## config.mk

```make
export PLATFORM = sky130hd
export DESIGN_NAME = spi_frame_ctrl_flat
export DESIGN_NICKNAME = d
export VERILOG_FILES = /design/src/rtl/spi_frame_ctrl_if.sv /design/src/rtl/spi_frame_ctrl.sv /design/src/flat_wrapper.sv
export SDC_FILE = /design/constraint.sdc
export NUM_CORES = 1
export LEC_CHECK = 0
export CAP_MARGIN = 30
export CORE_UTILIZATION = 37
export DETAILED_ROUTE_END_ITERATION = 12
export HOLD_SLACK_MARGIN = 0.1
export SYNTH_ARGS = -nofsm -noshare
export SYNTH_HDL_FRONTEND = slang
export SYNTH_SLANG_ARGS = --single-unit
```

## constraint.sdc

```tcl
create_clock -name clk -period 3.6 [get_ports clk]
set_input_delay 0.54 -clock clk [delete_from_list [all_inputs] [get_ports clk]]
set_output_delay 0.54 -clock clk [all_outputs]
set_load 0.01 [all_outputs]
```

## src/rtl/spi_frame_ctrl_if.sv

```systemverilog
// spi_frame_ctrl_if: bundles the raw SPI pins and the register-bank write/error
// outputs of spi_frame_ctrl.
//   master : drives sclk/ncs/copi, observes write strobe, error pulse, frame count
//   slave  : the frame controller side
interface spi_frame_ctrl_if;
    logic       sclk;
    logic       ncs;
    logic       copi;
    logic       wr_valid;
    logic [6:0] wr_addr;
    logic [7:0] wr_data;
    logic       err_valid;
    logic [1:0] err_code;
    logic [7:0] frame_cnt;

    modport master (
        output sclk, ncs, copi,
        input  wr_valid, wr_addr, wr_data, err_valid, err_code, frame_cnt
    );

    modport slave (
        input  sclk, ncs, copi,
        output wr_valid, wr_addr, wr_data, err_valid, err_code, frame_cnt
    );
endinterface

```

## src/rtl/spi_frame_ctrl.sv

```systemverilog
// spi_frame_ctrl: synchronizes raw SPI pins into clk, deserializes 16-bit write
// frames (R/W, addr[6:0], data[7:0], MSB first) and, when nCS deasserts, issues one
// write strobe per valid frame or an error pulse for a malformed one.
// Ports:
//   clk   : system clock
//   rst_n : asynchronous active-low reset
//   bus   : slave modport - sclk/ncs/copi in; wr_valid/wr_addr/wr_data,
//           err_valid/err_code, frame_cnt out
module spi_frame_ctrl #(
    parameter int unsigned SYNC_STAGES = 2,
    parameter int unsigned NUM_REGS    = 5
) (
    input  logic              clk,
    input  logic              rst_n,
    spi_frame_ctrl_if.slave   bus
);

    typedef enum logic [1:0] {StIdle, StShift, StCheck, StCommit} state_e;

    localparam logic [4:0] CntFull = 5'd16;
    localparam logic [4:0] CntOvf  = 5'd17;

    logic [SYNC_STAGES-1:0] sclk_sync_q, ncs_sync_q, copi_sync_q;
    logic [SYNC_STAGES:0]   flush_q;
    logic                   sclk_prev_q;
    logic                   sclk_s, ncs_s, copi_s, sclk_rise, flush_done;

    state_e      state_q, state_d;
    logic        armed_q, armed_d;
    logic [15:0] shift_q, shift_d;
    logic [4:0]  cnt_q, cnt_d;
    logic [6:0]  addr_q, addr_d;
    logic [7:0]  data_q, data_d;
    logic [7:0]  frame_cnt_q, frame_cnt_d;
    logic        err_valid_q, err_valid_d;
    logic [1:0]  err_code_q, err_code_d;

    always_ff @(posedge clk or negedge rst_n) begin
        if (!rst_n) begin
            sclk_sync_q <= '0;
            ncs_sync_q  <= '1;
            copi_sync_q <= '0;
            flush_q     <= '0;
            sclk_prev_q <= 1'b0;
        end else begin
            sclk_sync_q <= {sclk_sync_q[SYNC_STAGES-2:0], bus.sclk};
            ncs_sync_q  <= {ncs_sync_q[SYNC_STAGES-2:0], bus.ncs};
            copi_sync_q <= {copi_sync_q[SYNC_STAGES-2:0], bus.copi};
            flush_q     <= {flush_q[SYNC_STAGES-1:0], 1'b1};
            sclk_prev_q <= sclk_s;
        end
    end

    assign sclk_s     = sclk_sync_q[SYNC_STAGES-1];
    assign ncs_s      = ncs_sync_q[SYNC_STAGES-1];
    assign copi_s     = copi_sync_q[SYNC_STAGES-1];
    assign sclk_rise  = sclk_s & ~sclk_prev_q;
    // The synchronizer's reset value of ncs=1 is not a real observation of the pin;
    // arming waits until the chain holds sampled data so a frame already in flight
    // at reset release is not picked up mid-way.
    assign flush_done = flush_q[SYNC_STAGES];

    always_ff @(posedge clk or negedge rst_n) begin
        if (!rst_n) begin
            state_q     <= StIdle;
            armed_q     <= 1'b0;
            shift_q     <= '0;
            cnt_q       <= '0;
            addr_q      <= '0;
            data_q      <= '0;
            frame_cnt_q <= '0;
            err_valid_q <= 1'b0;
            err_code_q  <= '0;
        end else begin
            state_q     <= state_d;
            armed_q     <= armed_d;
            shift_q     <= shift_d;
            cnt_q       <= cnt_d;
            addr_q      <= addr_d;
            data_q      <= data_d;
            frame_cnt_q <= frame_cnt_d;
            err_valid_q <= err_valid_d;
            err_code_q  <= err_code_d;
        end
    end

    always_comb begin
        state_d     = state_q;
        armed_d     = armed_q;
        shift_d     = shift_q;
        cnt_d       = cnt_q;
        addr_d      = addr_q;
        data_d      = data_q;
        frame_cnt_d = frame_cnt_q;
        err_valid_d = 1'b0;
        err_code_d  = err_code_q;

        unique case (state_q)
            StIdle: begin
                if (flush_done && ncs_s) begin
                    armed_d = 1'b1;
                end
                if (armed_q && !ncs_s) begin
                    state_d = StShift;
                    shift_d = '0;
                    cnt_d   = '0;
                end
            end
            StShift: begin
                if (sclk_rise) begin
                    shift_d = {shift_q[14:0], copi_s};
                    if (cnt_q != CntOvf) begin
                        cnt_d = cnt_q + 5'd1;
                    end
                end
                if (ncs_s) begin
                    state_d = StCheck;
                end
            end
            StCheck: begin
                // Error pulse is registered so it lines up with wr_valid, which is
                // only visible once COMMIT has been entered.
                state_d = StIdle;
                if (cnt_q < CntFull) begin
                    err_valid_d = 1'b1;
                    err_code_d  = 2'b01;
                end else if (cnt_q == CntOvf) begin
                    err_valid_d = 1'b1;
                    err_code_d  = 2'b10;
                end else if (!shift_q[15]) begin
                    // Read frame: nothing to do, dropped silently.
                end else if (32'(shift_q[14:8]) >= NUM_REGS) begin
                    err_valid_d = 1'b1;
                    err_code_d  = 2'b11;
                end else begin
                    state_d     = StCommit;
                    addr_d      = shift_q[14:8];
                    data_d      = shift_q[7:0];
                    frame_cnt_d = frame_cnt_q + 8'd1;
                end
            end
            StCommit: begin
                state_d = StIdle;
            end
            default: begin
                state_d = StIdle;
            end
        endcase
    end

    assign bus.wr_valid  = (state_q == StCommit);
    assign bus.wr_addr   = addr_q;
    assign bus.wr_data   = data_q;
    assign bus.err_valid = err_valid_q;
    assign bus.err_code  = err_code_q;
    assign bus.frame_cnt = frame_cnt_q;

endmodule

```

## src/flat_wrapper.sv

```systemverilog
// flat-port wrapper written by rule: the top's interface ports become plain ports
module spi_frame_ctrl_flat 
#(
    parameter int unsigned SYNC_STAGES = 2,
    parameter int unsigned NUM_REGS    = 5
)
  (clk, rst_n, bus_sclk, bus_ncs, bus_copi, bus_wr_valid, bus_wr_addr, bus_wr_data, bus_err_valid, bus_err_code, bus_frame_cnt);
  spi_frame_ctrl_if bus_i ();
  input  logic clk;
  input  logic rst_n;
  input wire logic [$bits(bus_i.sclk)-1:0] bus_sclk;
  input wire logic [$bits(bus_i.ncs)-1:0] bus_ncs;
  input wire logic [$bits(bus_i.copi)-1:0] bus_copi;
  output wire logic [$bits(bus_i.wr_valid)-1:0] bus_wr_valid;
  output wire logic [$bits(bus_i.wr_addr)-1:0] bus_wr_addr;
  output wire logic [$bits(bus_i.wr_data)-1:0] bus_wr_data;
  output wire logic [$bits(bus_i.err_valid)-1:0] bus_err_valid;
  output wire logic [$bits(bus_i.err_code)-1:0] bus_err_code;
  output wire logic [$bits(bus_i.frame_cnt)-1:0] bus_frame_cnt;
  assign bus_i.sclk = bus_sclk;
  assign bus_i.ncs = bus_ncs;
  assign bus_i.copi = bus_copi;
  assign bus_wr_valid = bus_i.wr_valid;
  assign bus_wr_addr = bus_i.wr_addr;
  assign bus_wr_data = bus_i.wr_data;
  assign bus_err_valid = bus_i.err_valid;
  assign bus_err_code = bus_i.err_code;
  assign bus_frame_cnt = bus_i.frame_cnt;
  spi_frame_ctrl #(.SYNC_STAGES(SYNC_STAGES), .NUM_REGS(NUM_REGS)) u_core (.clk(clk), .rst_n(rst_n), .bus(bus_i));
endmodule
```

==> summary.md, run 1 <==
| Metric | Value |
|---|---|
| Final setup fails | `0` |
| ANT nets after route | `0` |
| CTS root buffer | `clkbuf_8` |
| Buf/Inv on CP | `0` |
| Status | `completed` |
| Crit path cell chain | `ha_1, or3b_4, nand4_1, nor3_1, xor2_1` |
| Start of the worst register-to-register path | `u_core.cnt_q[0]$_DFFE_PN0P_` |
| Met1 Wirelength | `2040 um` |
| Dpl hpwl | `2930 um` |
| Wire per inst | `12.6 um` |
| Rel. slew slack | `37.7%` |
| Sink Count | `60` |
| Initial antenna violation count | `0` |
| Largest net degree at the start of global routing | `40` |
| Synthesized flop and latch total | `60` |
| Pre-antenna DRT Iters | `4` |
| Final period util | `64.8%` |
| Die area | `6830 um^2` |
| DR top layer | `met4` |
| Clock Skew | `0.00969 ns` |
| Clock Pin Slew Worst Setup and Hold Paths | `0.06 ns` |
| Psw | `0.433 mW` |
| Ys Warns | `0` |
| Gr ovfl total | `0` |
| Wirelength, routed | `4320 um` |
| Post-cts sizing count | `0` |
| Post-layout nets | `269` |
| Vias in the first global route | `1,548` |
| Gr usage total | `14.7%` |
| Met3 WL | `216 um` |
| Setup Slack @ Placement | `1.23 ns` |
| Share of the synthesized area in the top cell type | `60.3%` |
| Post-route DRC | `0` |
| Reg power frac | `47.3%` |
| Layout area overhead | `24.5%` |
| Post-CTS setup buffer count | `0` |
| Clock power share | `37.7%` |
| Initial Utilization | `38.1%` |
| Worst-Margin Slew | `0.935 ns` |
| Clock period minus worst slack | `2.33 ns` |
| Primary FF master, synth | `dfrtp_1` |
| FF/Latch Area | `1500 um^2` |
| IO buf count | `31` |
| Max_cap viols | `0` |
| Pins over their slew limit | `0` |
| Netlist cell types | `39` |
| CP delay by family, top | `simple AND/OR/NAND/NOR gates` |
| Routed via count | `1,631` |
| Min-Delay Path Depth | `0` |
| Share of post-route cells with drive strength above 1 | `10.9%` |
| Initial DRC count | `84` |
| Syn Std Cell Area | `2410 um^2` |
| Max clock buf depth | `2` |
| Crit-path slowest cell | `nand4_1` |
| Register area share after synthesis | `62.5%` |
| First-pass GRT wire length | `7150 um` |
| Setup ws final | `1.27 ns` |
| Routed vias/inst | `4.76` |
| Worst Setup Start Kind | `register` |
| Net Sw Frac | `27.1%` |
| CP Capture Type | `register` |
| # fillers | `630` |
| I/O pins | `32` |
| ANT cells | `0` |
| Core area | `6310 um^2` |
| CTS buffer count | `9` |
| Final Hold Viols | `0` |
| Mapped Avg Cell Area | `10.6 um^2` |
| Leakage | `1.36 nW` |
| Power density cells | `534 nW/um^2` |
| Min-Delay Startpoint | `u_core.flush_q[0]$_DFF_PN0_` |
| Fmax | `428 MHz` |
| Area of the multi-input gates | `828 um^2` |
| Row count | `29` |
| Post-Syn Nets | `234` |
| Hold Buf Count CTS | `1` |
| Total power draw | `1.60 mW` |
| Gpl congestion | `0.756` |
| Biggest area consumer among synthesized cells | `dfrtp_1` |
| DIE WIDTH | `82.6 um` |
| Ranking of synthesized cells by area | `dfrtp_1, nand2_1, o21ai_1, xnor2_1, dfstp_2` |
| Reg2Reg Setup Slack | `1.27 ns` |
| Arrival time worst endpoint | `2.59 ns` |
| R2r endpoint | `u_core.bus.frame_cnt[6]$_DFFE_PN0P_` |
| Setup TNS | `0 ns` |
| CP required | `3.85 ns` |
| Share of synthesized registers carrying an async set or reset | `100%` |
| Clock Latency Late Sink | `0.33 ns` |
| WL met2 | `1990 um` |
| Die boundary height | `82.6 um` |
| H-tree Lvls | `3` |
| Hold WC Path Type | `register to register` |
| Mapped Cells | `226` |
| TritonCTS clock tree | `done` |
| Most frequent cell after synthesis | `nand2_1` |
| Cells on worst reg2reg path | `5` |
| Setup Crit Path Kind | `register to register` |
| RSZ-0062 raised after global routing | `false` |
| Crit-path max FO | `22` |
| Int Pwr | `1.17 mW` |
| Worst path max stage delay | `0.72 ns` |
| EDFF count, synth | `0` |
| Peak VDD IR | `313 uV` |
| Logic pwr share | `15.0%` |
| Hold Path Sink | `u_core.flush_q[1]$_DFF_PN0_` |
| Commonest cells in the netlist | `nand2_1, dfrtp_1, o21ai_1` |
-- sequential cells by signal, summed over array words and instances, names as in the netlist --
name and flops:
u_core.armed_q 1, u_core.sclk_prev_q 1, u_core.bus.wr_data 8, u_core.bus.wr_addr 7, u_core.bus.err_valid 1, u_core.bus.err_code 2, u_core.bus.frame_cnt 8, u_core.copi_sync_q 2
u_core.ncs_sync_q 2, u_core.state_q 2, u_core.flush_q 3, u_core.sclk_sync_q 2, u_core.shift_q 16, u_core.cnt_q 5
-- cells in the final DEF (no fill, tap or decap), types with 3 or more instances in the layout --
| master | instances |
|---|---|
| nand3_1 | 4 |
| nand3b_1 | 3 |
| inv_1 | 4 |
| and2_1 | 5 |
| a21oi_1 | 3 |
| nor2_1 | 4 |
| dfrtp_1 | 58 |
| nand4_1 | 3 |
| ha_1 | 3 |
| o21ai_1 | 17 |
| xor2_1 | 3 |
| nand2_1 | 73 |
| xnor2_1 | 7 |
| clkdlybuf4s50_1 | 30 |
| clkbuf_8 | 11 |
-- routing by layer --
metal	vias up	GRT usage [%]
li1	810	-
met1	776	18.0
met2	37	22.6
met3	8	5.93
met4	0	6.72
met5	-	0
-- area by class of cell --
type	count	area share, %
clock buffers	12	5.18
clock inverters	4	1.59
inverters	4	0.501
multi-input cells	151	27.6
flip-flops and latches	60	50.2
well taps	77	3.22
repair buffers	35	11.7
-- logic make-up after synthesis --
group,count (synthesis),share of synthesized area [%]
other,1,0.156
adders and majority gates,3,1.56
xor gates and xnor gates,10,3.64
DFF,60,62.5
AOI/OAI and AO/OA,32,8.79
buffers and inverters,15,3.07
and+or+nand+nor,105,20.3
-- power by group through the flow --
stage / Clock, mW / Combinational, mW / Sequential [mW]
2_1_floorplan: 0 / 0.177 / 0.758
3_3_place_gp: 0 / 0.238 / 0.767
3_5_place_dp: 0 / 0.247 / 0.770
4_1_cts: 0.625 / 0.249 / 0.757
5_1_grt: 0.649 / 0.275 / 0.763
6_report: 0.604 / 0.241 / 0.757
-- through the flow --
| step | hold slack (ns) | instances | area (um^2) | util [%] |
|---|---|---|---|---|
| 2_1_floorplan | 0.244 | 226 | 2410 | - |
| 3_3_place_gp | 0.333 | 325 | 2760 | 43.8 |
| 3_5_place_dp | 0.336 | 326 | 2780 | 44.1 |
| 4_1_cts | 0.349 | 343 | 3000 | 47.5 |
| 5_1_grt | 0.361 | 343 | 3000 | 47.5 |
| 6_report | 0.350 | 343 | 3000 | 47.5 |
-- how the worst max path moves through the flow --
| stage | from | endpoint | slack, ns | depth (start not counted) |
|---|---|---|---|---|
| 6_report | u_core.cnt_q[0]$_DFFE_PN0P_ | u_core.bus.frame_cnt[6]$_DFFE_PN0P_ | 1.27 | 5 |
| 5_1_grt | u_core.cnt_q[0]$_DFFE_PN0P_ | u_core.bus.frame_cnt[6]$_DFFE_PN0P_ | 1.0 | 5 |
| 4_1_cts | u_core.cnt_q[0]$_DFFE_PN0P_ | u_core.bus.frame_cnt[6]$_DFFE_PN0P_ | 1.20 | 5 |
| 3_5_place_dp | u_core.cnt_q[0]$_DFFE_PN0P_ | u_core.bus.frame_cnt[6]$_DFFE_PN0P_ | 1.23 | 5 |
| 3_3_place_gp | u_core.cnt_q[0]$_DFFE_PN0P_ | u_core.bus.frame_cnt[6]$_DFFE_PN0P_ | 1.32 | 5 |
| 2_1_floorplan | u_core.cnt_q[1]$_DFFE_PN0P_ | u_core.bus.wr_addr[1]$_DFFE_PN0P_ | 1.97 | 8 |
-- worst register-to-register path, delay by kind of cell, from the launching register on --
family	cells	cell delay [ns]
and+or+nand+nor	3	1.43
DFF	1	0.42
adders and majority gates	1	0.23
xor gates and xnor gates	1	0.18
No activity file was read; power rests on OpenSTA's default activity.
==> inputs of run 2 (changes only) <==
==> constraint.sdc (replaced) <==
create_clock -name clk -period 2.1 [get_ports clk]
set_input_delay 0.315 -clock clk [delete_from_list [all_inputs] [get_ports clk]]
set_output_delay 0.315 -clock clk [all_outputs]
set_load 0.01 [all_outputs]
==> summary.md, run 2 (same netlist as run 1, synthesis figures left out) <==
| Metric | Value |
|---|---|
| Hold Buf Count CTS | `1 (unchanged)` |
| Power density cells | `912 nW/um^2 (+71%)` |
| CP Capture Type | `register` |
| Sink Count | `60 (unchanged)` |
| Final Hold Viols | `0 (unchanged)` |
| Net Sw Frac | `26.8% (-0.26 points)` |
| Initial DRC count | `63 (-25%)` |
| Wirelength, routed | `4220 um (-2.3%)` |
| Worst-Margin Slew | `0.889 ns (-0.0466 ns)` |
| Worst Setup Start Kind | `register` |
| Setup Crit Path Kind | `register to register` |
| Share of post-route cells with drive strength above 1 | `11.9% (+0.99 points)` |
| TritonCTS clock tree | `done` |
| I/O pins | `32 (unchanged)` |
| Post-layout nets | `272 (+1.1%)` |
| CTS root buffer | `clkbuf_8` |
| Setup Slack @ Placement | `0.183 ns (-1.04 ns)` |
| RSZ-0062 raised after global routing | `false` |
| Placed cell area | `2810 um^2 (+0.81%)` |
| Most frequent cells in the layout | `nand2_1, dfrtp_1, clkdlybuf4s50_1` |
| Max_cap viols | `0 (unchanged)` |
| Post-cts sizing count | `0 (unchanged)` |
| Total power draw | `2.75 mW (+72%)` |
| Initial antenna violation count | `0 (unchanged)` |
| Clock power share | `37.5% (-0.2 points)` |
| Clock period minus worst slack | `1.89 ns (-0.445 ns)` |
| First-pass GRT wire length | `7260 um (+1.5%)` |
| Setup TNS | `0 ns (unchanged)` |
| Psw | `0.738 mW (+70%)` |
| Gr ovfl total | `0 (unchanged)` |
| # fillers | `593 (-5.9%)` |
| Fmax | `529 MHz (+24%)` |
| Rel. slew slack | `40.8% (+3.1 points)` |
| Reg power frac | `46.7% (-0.6 points)` |
| Routed via count | `1,645 (+0.86%)` |
| Gr usage total | `14.7% (+0.064 points)` |
| Layout area overhead | `25.5%` |
| M2 GR Usage | `22.6% (unchanged)` |
| Met3 Use GR | `5.60% (-0.33 points)` |
| M1 GR Usage | `18.4% (+0.40 points)` |
| H-tree Lvls | `3 (unchanged)` |
| FF/Latch Area | `1500 um^2 (unchanged)` |
| Routed vias/inst | `4.75 (about the same)` |
| Wire per inst | `12.2 um (-3.1%)` |
| Busiest layer in global routing | `met2` |
| Arrival time worst endpoint | `2.10 ns (-0.49 ns)` |
| CTS buffer count | `9 (unchanged)` |
| Clock Skew | `0.00711 ns (-0.00258 ns)` |
| Die boundary height | `82.6 um (unchanged)` |
| Die area | `6830 um^2 (unchanged)` |
| Post-CTS setup buffer count | `0 (unchanged)` |
| Area of the multi-input gates | `828 um^2 (unchanged)` |
| Peak VDD IR | `478 uV (+53%)` |
| Dpl hpwl | `2850 um (-2.6%)` |
| Setup ws final | `0.211 ns (-1.06 ns)` |
| Clock Pin Slew Worst Setup and Hold Paths | `0.07 ns (about the same)` |
| Commonest non-fill, non-tap cell in the layout | `nand2_1` |
| Clock Latency Late Sink | `0.33 ns (about the same)` |
| Max clock buf depth | `2 (unchanged)` |
| Crit-path max FO | `15 (-32%)` |
| Final period util | `90.0% (+25 points)` |
| Hold WC Path Type | `register to register` |
| Design area | `3020 um^2 (+0.75%)` |
| DIE WIDTH | `82.6 um (unchanged)` |
| Vias in the first global route | `1,615 (+4.3%)` |
| Placed insts | `329 (+0.92%)` |
| IO buf count | `31 (unchanged)` |
| Max FFs per register | `16 (unchanged)` |
| Top reg by flops | `u_core.shift_q` |
| Layout Cells excl Fill | `346 (+0.87%)` |
| Post-route DRC | `0 (unchanged)` |
| Leakage | `1.38 nW (+1.1%)` |
| ANT nets after route | `0 (unchanged)` |
| CP required | `2.31 ns (-1.54 ns)` |
| Initial Utilization | `38.1% (unchanged)` |
| Row count | `29 (unchanged)` |
| Pre-antenna DRT Iters | `4 (unchanged)` |
| Final setup fails | `0 (unchanged)` |
| Core area | `6310 um^2 (unchanged)` |
| Pins over their slew limit | `0 (unchanged)` |
| Status | `completed` |
| Int Pwr | `2.02 mW (+73%)` |
| Largest net degree at the start of global routing | `36 (-10%)` |
| ANT cells | `0 (unchanged)` |
| Logic pwr share | `15.8% (+0.8 points)` |
| Gpl congestion | `0.777 (+2.8%)` |
-- run 2: critical path, stage by stage, from the launching register on --
cell and delay, ns:
dfrtp_1 0.42, ha_1 0.22, or3b_4 0.25, and4_1 0.55
nand4_1 0.18, xnor2_1 0.15
-- run 2: cell type report --
class | count | share of cell area (%)
clock buffer | 12 | 5.14
inverter | 4 | 0.497
timing repair buffer | 38 | 12.3
sequential | 60 | 49.8
multi-input combinational | 151 | 27.4
tap | 77 | 3.19
clock inverter | 4 | 1.57
-- run 2: path summary, 6_finish.rpt --
path	from	endpoint	slack, ns	depth (start not counted)
hold reg to reg	u_core.sclk_sync_q[0]$_DFF_PN0_	u_core.sclk_sync_q[1]$_DFF_PN0_	0.34	0
setup reg to reg	u_core.cnt_q[0]$_DFFE_PN0P_	u_core.bus.frame_cnt[3]$_DFFE_PN0P_	0.21	5
max in group asynchronous	rst_n	u_core.bus.wr_data[3]$_DFFE_PN0P_	0.98	3
setup / recovery	u_core.cnt_q[0]$_DFFE_PN0P_	u_core.bus.frame_cnt[3]$_DFFE_PN0P_	0.21	5
min in group asynchronous	rst_n	u_core.bus.frame_cnt[6]$_DFFE_PN0P_	0.52	2
hold / removal	u_core.sclk_sync_q[0]$_DFF_PN0_	u_core.sclk_sync_q[1]$_DFF_PN0_	0.34	0
-- run 2: per-layer routing --
| metal | routed length (um) | part of all wire (%) |
|---|---|---|
| met5 | 0 | 0 |
| met4 | 89 | 2.1 |
| met3 | 206 | 4.9 |
| met2 | 1920 | 46 |
| met1 | 2010 | 47 |
-- run 2: power by group through the flow --
stage	clock network (mW)	registers, mW	logic [mW]
3_3_place_gp	0	1.30	0.431
4_1_cts	1.07	1.29	0.443
2_1_floorplan	0	1.30	0.303
5_1_grt	1.11	1.30	0.486
3_5_place_dp	0	1.31	0.438
6_report	1.03	1.29	0.435
-- run 2: stage by stage --
| step | hold slack (ns) | utilization, % |
|---|---|---|
| global route | 0.360 | 47.8 |
| CTS | 0.348 | 47.8 |
| floorplan | 0.0194 | - |
| global placement | 0.333 | 44.5 |
| detailed placement | 0.335 | 44.5 |
| finish | 0.342 | 47.8 |
